===== src/rtl/swb_pkg.sv =====
// swb_pkg: FSM state type and count-width helper shared by serial_window_buffer.
package swb_pkg;
  typedef enum logic {FILL, FULL} state_t;
  function automatic int cnt_w(input int depth);
    return $clog2(depth + 1);
  endfunction
endpackage


===== src/rtl/serial_window_buffer.sv =====
// serial_window_buffer: packs serial words into a DEPTH-word window handed off by valid/ready.
// Define SWB_SLIDE_EN to keep DEPTH-STRIDE words after each handoff (sliding window).
module serial_window_buffer import swb_pkg::*; #(
  parameter int WIDTH  = 8,
  parameter int DEPTH  = 80,
  parameter int STRIDE = 1
) (
  input  logic                     clk,
  input  logic                     rst,
  input  logic                     flush,
  input  logic                     in_valid,
  output logic                     in_ready,
  input  logic [WIDTH-1:0]         in_data,
  output logic                     out_valid,
  input  logic                     out_ready,
  output logic [DEPTH*WIDTH-1:0]   out_data,
  output logic [cnt_w(DEPTH)-1:0]  count
);
  localparam int CW = cnt_w(DEPTH);
  if (DEPTH < 2 || DEPTH > 256 || STRIDE < 1 || STRIDE >= DEPTH) begin : g_bad_cfg
    $error("serial_window_buffer: DEPTH or STRIDE out of range");
  end
  state_t r_state, w_state;
  logic [CW-1:0] r_count, w_count;
  logic [DEPTH-1:0][WIDTH-1:0] r_mem, w_mem;
  logic w_acc, w_hs;
  // in_ready is gated by rst directly so it drops the instant reset asserts
  assign in_ready  = !rst && r_state == FILL;
  assign out_valid = r_state == FULL;
  assign out_data  = out_valid ? r_mem : '0;
  assign count     = r_count;
  assign w_acc     = in_valid && in_ready && !flush;
  assign w_hs      = out_valid && out_ready && !flush;
  always_ff @(posedge clk or posedge rst)
    if (rst) begin
      r_state <= FILL;
      r_count <= '0;
    end else begin
      r_state <= w_state;
      r_count <= w_count;
    end
  always_comb begin
    w_state = r_state;
    w_count = r_count;
    if (flush) begin
      w_state = FILL;
      w_count = '0;
    end else if (w_acc) begin
      w_count = r_count + CW'(1);
      w_state = r_count == CW'(DEPTH - 1) ? FULL : FILL;
    end else if (w_hs) begin
      w_state = FILL;
`ifdef SWB_SLIDE_EN
      w_count = CW'(DEPTH - STRIDE);
`else
      w_count = '0;
`endif
    end
  end
  always_comb begin
    w_mem = r_mem;
    for (int k = 0; k < DEPTH; k++)
      if (w_acc && r_count == CW'(k)) w_mem[k] = in_data;
`ifdef SWB_SLIDE_EN
    if (w_hs)
      for (int k = 0; k < DEPTH - STRIDE; k++) w_mem[k] = r_mem[k + STRIDE];
`endif
  end
  // storage is deliberately not reset; count alone defines what is valid
  always_ff @(posedge clk)
    r_mem <= w_mem;
endmodule


===== config.mk =====
export PLATFORM = sky130hd
export DESIGN_NAME = serial_window_buffer
export DESIGN_NICKNAME = d
export VERILOG_FILES = /design/src/rtl/swb_pkg.sv /design/src/rtl/serial_window_buffer.sv
export SDC_FILE = /design/constraint.sdc
export NUM_CORES = 1
export LEC_CHECK = 0
export ABC_AREA = 1
export BUFFER_PORTS_ARGS = -buffer_cell sky130_fd_sc_hd__buf_4
export CORE_MARGIN = 10
export CORE_UTILIZATION = 46
export CTS_CLUSTER_DIAMETER = 200
export CTS_CLUSTER_SIZE = 10
export DETAILED_ROUTE_END_ITERATION = 8
export GPL_TIMING_DRIVEN = 0
export PLACE_DENSITY = 0.71
export SETUP_SLACK_MARGIN = 0.15
export SKIP_LAST_GASP = 1
export SYNTH_ARGS = -nofsm -noshare
export SYNTH_HDL_FRONTEND = slang
export SYNTH_SLANG_ARGS = --single-unit
export TNS_END_PERCENT = 30

===== constraint.sdc =====
create_clock -name clk -period 2.4 [get_ports clk]
set_input_delay 0.36 -clock clk [delete_from_list [all_inputs] [get_ports clk]]
set_output_delay 0.36 -clock clk [all_outputs]
set_load 0.005 [all_outputs]

; ---- Word level (Yosys, flattened, before mapping)
; Cells that the tools add are included.
[op_classes]
n_addsub = 1
n_mul = 0
div_mod_pow = 0
order_cmp = 0
n_eq_ne = 79
n_shift = 0
n_mux = 8
bitwise_logic = 1
reduce_logical = 89
[ops]
columns = op, count
row1 = two-way mux 640 bit, 1
row2 = "equality test 7 x 6 -> 1 bit, second input constant", 32
row3 = "equality test 7 x 5 -> 1 bit, second input constant", 16
row4 = "equality test 7 bit, second input constant", 16
row5 = logical AND 1 bit, 85
row6 = "equality test 7 x 4 -> 1 bit, second input constant", 8
row7 = "equality test 7 x 3 -> 1 bit, second input constant", 4
row8 = two-way mux 7 bit, 3
row9 = "equality test 7 x 2 -> 1 bit, second input constant", 2
row10 = "adder 7 x 1 -> 7 bit, second input constant", 1
row11 = "equality test 7 x 1 -> 1 bit, second input constant", 1
row12 = logical NOT 7 bit, 1
row13 = two-way mux 1 bit, 4
row14 = nonzero test 3 bit, 1
row15 = logical NOT 1 bit, 2
row16 = inverter 1 bit, 1
[word_totals]
reg_bits = 648
latch_bits = 0
ramBits = 0
mem_bits_ro = 0
output_inout_bits = 649
word_cells = 260
memories = 0

; ---- Depth between registers and ports, before layout
[depth]
depth_word = 6
ltp_mapped = 7
ltp_nobuf = 6

; ---- Worst setup path after synthesis
; OpenSTA, ideal clock, no wires.
[synth_path]
kind = register -> register
start = reg r_count[6] (netlist: count[6])
end = reg r_mem[0] in the netlist's numbering, enable pin
arrival_time_ps = 1599
required_ps = 2017
path_slack_ps = 417
stages_incl_launch_ff = 5
n_path_buf = 1
cell_sequence = dfrtp_1 inv_1 nand2_2 buf_6 nor3_1
[synth_via]
elab_chain_cells = 2
[synth_rtl]
columns = item, line_no
row1 = from (decl), serial_window_buffer.sv:24  ; logic [CW-1:0] r_count, w_count;
row2 = from (signal assigned), serial_window_buffer.sv:40  ; r_count <= w_count;
row3 = logical NOT 7 bit, serial_window_buffer.sv:63  ; if (w_acc && r_count == CW'(k)) w_mem[k] = in_data;
row4 = logical AND 1 bit, serial_window_buffer.sv:63
row5 = to (signal assigned), serial_window_buffer.sv:71  ; r_mem <= w_mem;
row6 = to (decl), serial_window_buffer.sv:25  ; logic [DEPTH-1:0][WIDTH-1:0] r_mem, w_mem;
; No other way between the ends.
; A chain may end at the register's enable or synchronous reset.

; ---- Final worst setup path
[layout_path]
start = reg r_state (netlist: out_valid)
end = reg r_mem[159] in the netlist's numbering, enable pin
[layout_via]
elab_chain_cells = 5
[layout_rtl]
columns = item, line_no
row1 = from (decl), serial_window_buffer.sv:23  ; state_t r_state, w_state;
row2 = from (signal assigned), serial_window_buffer.sv:39  ; r_state <= w_state;
row3 = inverter 1 bit, serial_window_buffer.sv:28  ; assign in_ready = !rst && r_state == FILL;
row4 = logical AND 1 bit, serial_window_buffer.sv:28
row5 = logical AND 1 bit (2 in a row), serial_window_buffer.sv:32  ; assign w_acc = in_valid && in_ready && !flush;
row6 = logical AND 1 bit, serial_window_buffer.sv:63
; No other way between the ends.

==> results.toml <==
[finish]
fillerInstances = 3844
drive_above_1_share_pct = 38.8
num-nets-final = 2982
area_growth_pct = 42.2
multi_input_area_sq_um = 4270
fin_area_sq_um = 36500
seqCellArea_sq_um = 19400

[timing]
fmax_mhz = 400
hold_violations = 0
tightest_slew_ns = 1.33
slew-limit-headroom_pct = 10.5
setup_tns_ns = -9.57
holdWs_ns = 0.0408
period_share_pct = 104
rsz0062_at_grt = "true"
clock-skew-final_ns = 0.0134
timing.final.ws_setup_ns = -0.0986
period_minus_slack_ns = 2.50
setup-violations-final = 291
final_max_slew_viol_count = 0

[clocking]
cts_buffer_depth = 3
cts.sinks = 648
cts_tree = "done"
clock_latency_ns = 0.60
htreeDepth = 3
cts_made_buffers = 74
clockRootBuffer = "clkbuf_16"
cts.clk_slew.worst_paths_ns = 0.06

[critical_path]
arrival_ns = 2.71
slowest_delay_ns = 0.84
path_buf_inv = 2
cp-end-kind = "register"
crit_fanout = 10
cp.required_ns = 2.61
cpMaxStageDelayCell = "nor3_2"
path_cells = "buf_6 > nor2_8 > nand3_4 > clkbuf_1 > nor3_2"
crit_path_start_kind = "register"
criticalPathCategory = "reg -> reg"
critPathTopFamily = "simple AND/OR/NAND/NOR gates"

[pwr]
worst_ir_drop_vdd_mv = 0.816
power_density_nw_per_um2 = 620
p_leak_uw = 0.0192

[logic_synthesis]
syn_inst = 2178
syn-cell-area_sq_um = 25700
yosys_most_used_dff = "edfxtp_1"
synth_seq_cells = 648
yosys_warnings = 0
synthDominantCellAreaShare_pct = 74.9
synth_area_leaders = "edfxtp_1, nand2_1, inv_1"
syn_area_per_cell_sq_um = 11.8
synthArstFlopShare_pct = 1.23
synth_seq_area_share_pct = 75.7
synth-edff-count = 640
yosysMostFrequentCell = "nand2_1"
synth_area_leader_cell = "edfxtp_1"
synth_fp_nets = 2195
synth_cell_types = 27
synth.top_cells.by_count = "nand2_1, inv_1, edfxtp_1"

[route]
via_count = 18465
initialDrtViolationCount = 1516
wl_um = 89100
first_pass_iters = 5
drcViolationCount = 0
ant_nets = 0
routedWlPerCell_um = 23.9
viasPerCell = 4.95

[grt]
grt_pass1_vias = 18578
grt_max_degree = 81
antenna_found_initial = 2
track_usage_pct = 25.3
grt_pass1_wl_um = 124000
grt_overflow = 0

[die]
die_w_um = 256
ios = 662
coreArea_sq_um = 55200
start_util_pct = 46.5
die_h_um = 256
dieArea_sq_um = 65600
rows = 86

[flow_run]
drv_cap = 0

[placement]
place_hpwl_um = 57500
io_buffer_count = 661
placed_area_sq_um = 31600
gp_congestion = 0.844

[status]
violations = "setup timing"
status = "finished with violations"

[min_path]
hold_class = "in -> reg"
final cells by class:
class | instances | area share, %
Timing Repair Buffer | 711 | 17.7
Inverter | 655 | 6.82
Tap cell | 748 | 2.56
Clock buffer | 89 | 5.35
Antenna cell | 2 | 0.0137
Clock inverter | 3 | 0.0789
Multi-Input combinational cell | 791 | 11.7
Sequential cell | 648 | 53.2
Buffer | 84 | 2.55
worst min-delay path: stages:
cell     delay [ns]
buf_4          0.08
a21oi_1        0.05
nand2_1        0.05
o21ai_1        0.05
metrics by stage:
stage,worst slack [ns],utilization (%),power [uW],cells
final,-0.0986,66.1,22600,3731
after global routing,-0.188,66.1,23200,3731
after CTS,-0.251,63.0,22700,3708
after detailed placement,-0.330,57.2,13000,3588
after global placement,-0.407,57.2,13000,3587
after floorplan,0.417,-,12700,2178
placed cells by master, fill, tap and decap left out, types with 12 or more instances in the layout:
master and count:
nand3_1 13, edfxtp_1 640, nor3_2 31, buf_8 28
nor2_1 24, nand2_1 556, nand2_2 27, nor2_2 13
buf_12 12, buf_4 580, nand2_4 88, buf_16 16
inv_1 549, buf_2 24, clkbuf_16 94, inv_2 93
buf_6 109, inv_4 12, clkbuf_1 16
cell families after synthesis:
family                     after synthesis  share of synthesized area, %
AOI/OAI and AO/OA                        8                         0.176
and+or+nand+nor                        778                          12.2
buffers and inverters                  739                          11.7
adders and majority gates                4                         0.195
DFF                                    648                          75.7
xor gates and xnor gates                 1                        0.0341
flip-flops by register name (all words and copies together) (netlist names):
register   count
out_valid      1
r_mem        640
count          7
layer usage:
| layer | track usage, % | share of wire (%) |
|---|---|---|
| met1 | 30.0 | 37 |
| met2 | 43.8 | 51 |
| met3 | 6.30 | 8.6 |
| met4 | 9.57 | 3.5 |
| met5 | 0 | 0 |
worst paths after layout:
kind | start | end | slack, ns | depth (start not counted)
max | out_valid | r_mem[159] | -0.1 | 5
min | flush | out_valid | 0.04 | 4
max reg2reg | out_valid | r_mem[159] | -0.1 | 5
min reg2reg | count[6] | count[6] | 0.66 | 2
max in group asynchronous | rst | count[3] | 1.80 | 3
min in group asynchronous | rst | count[6] | 0.34 | 3
what timing repair did:
| action | in CTS | in global routing |
|---|---|---|
| buffers inserted | 9 | 3 |
| pin swaps | 0 | 2 |
| endpoints found under the setup margin | 1145 | 1256 |
| gates resized for setup | 199 | 405 |
| hold endpoints to repair | 8 | 0 |
| cloned | 18 | 18 |
| hold buffers | 1 | 0 |
where the power goes:
group | internal (uW) | switching, uW | total, uW
Clock | 5640 | 4170 | 9810
Combinational | 29.0 | 307 | 335
Sequential | 12500 | 4.29 | 12500
(Power assumes the default switching activity.)
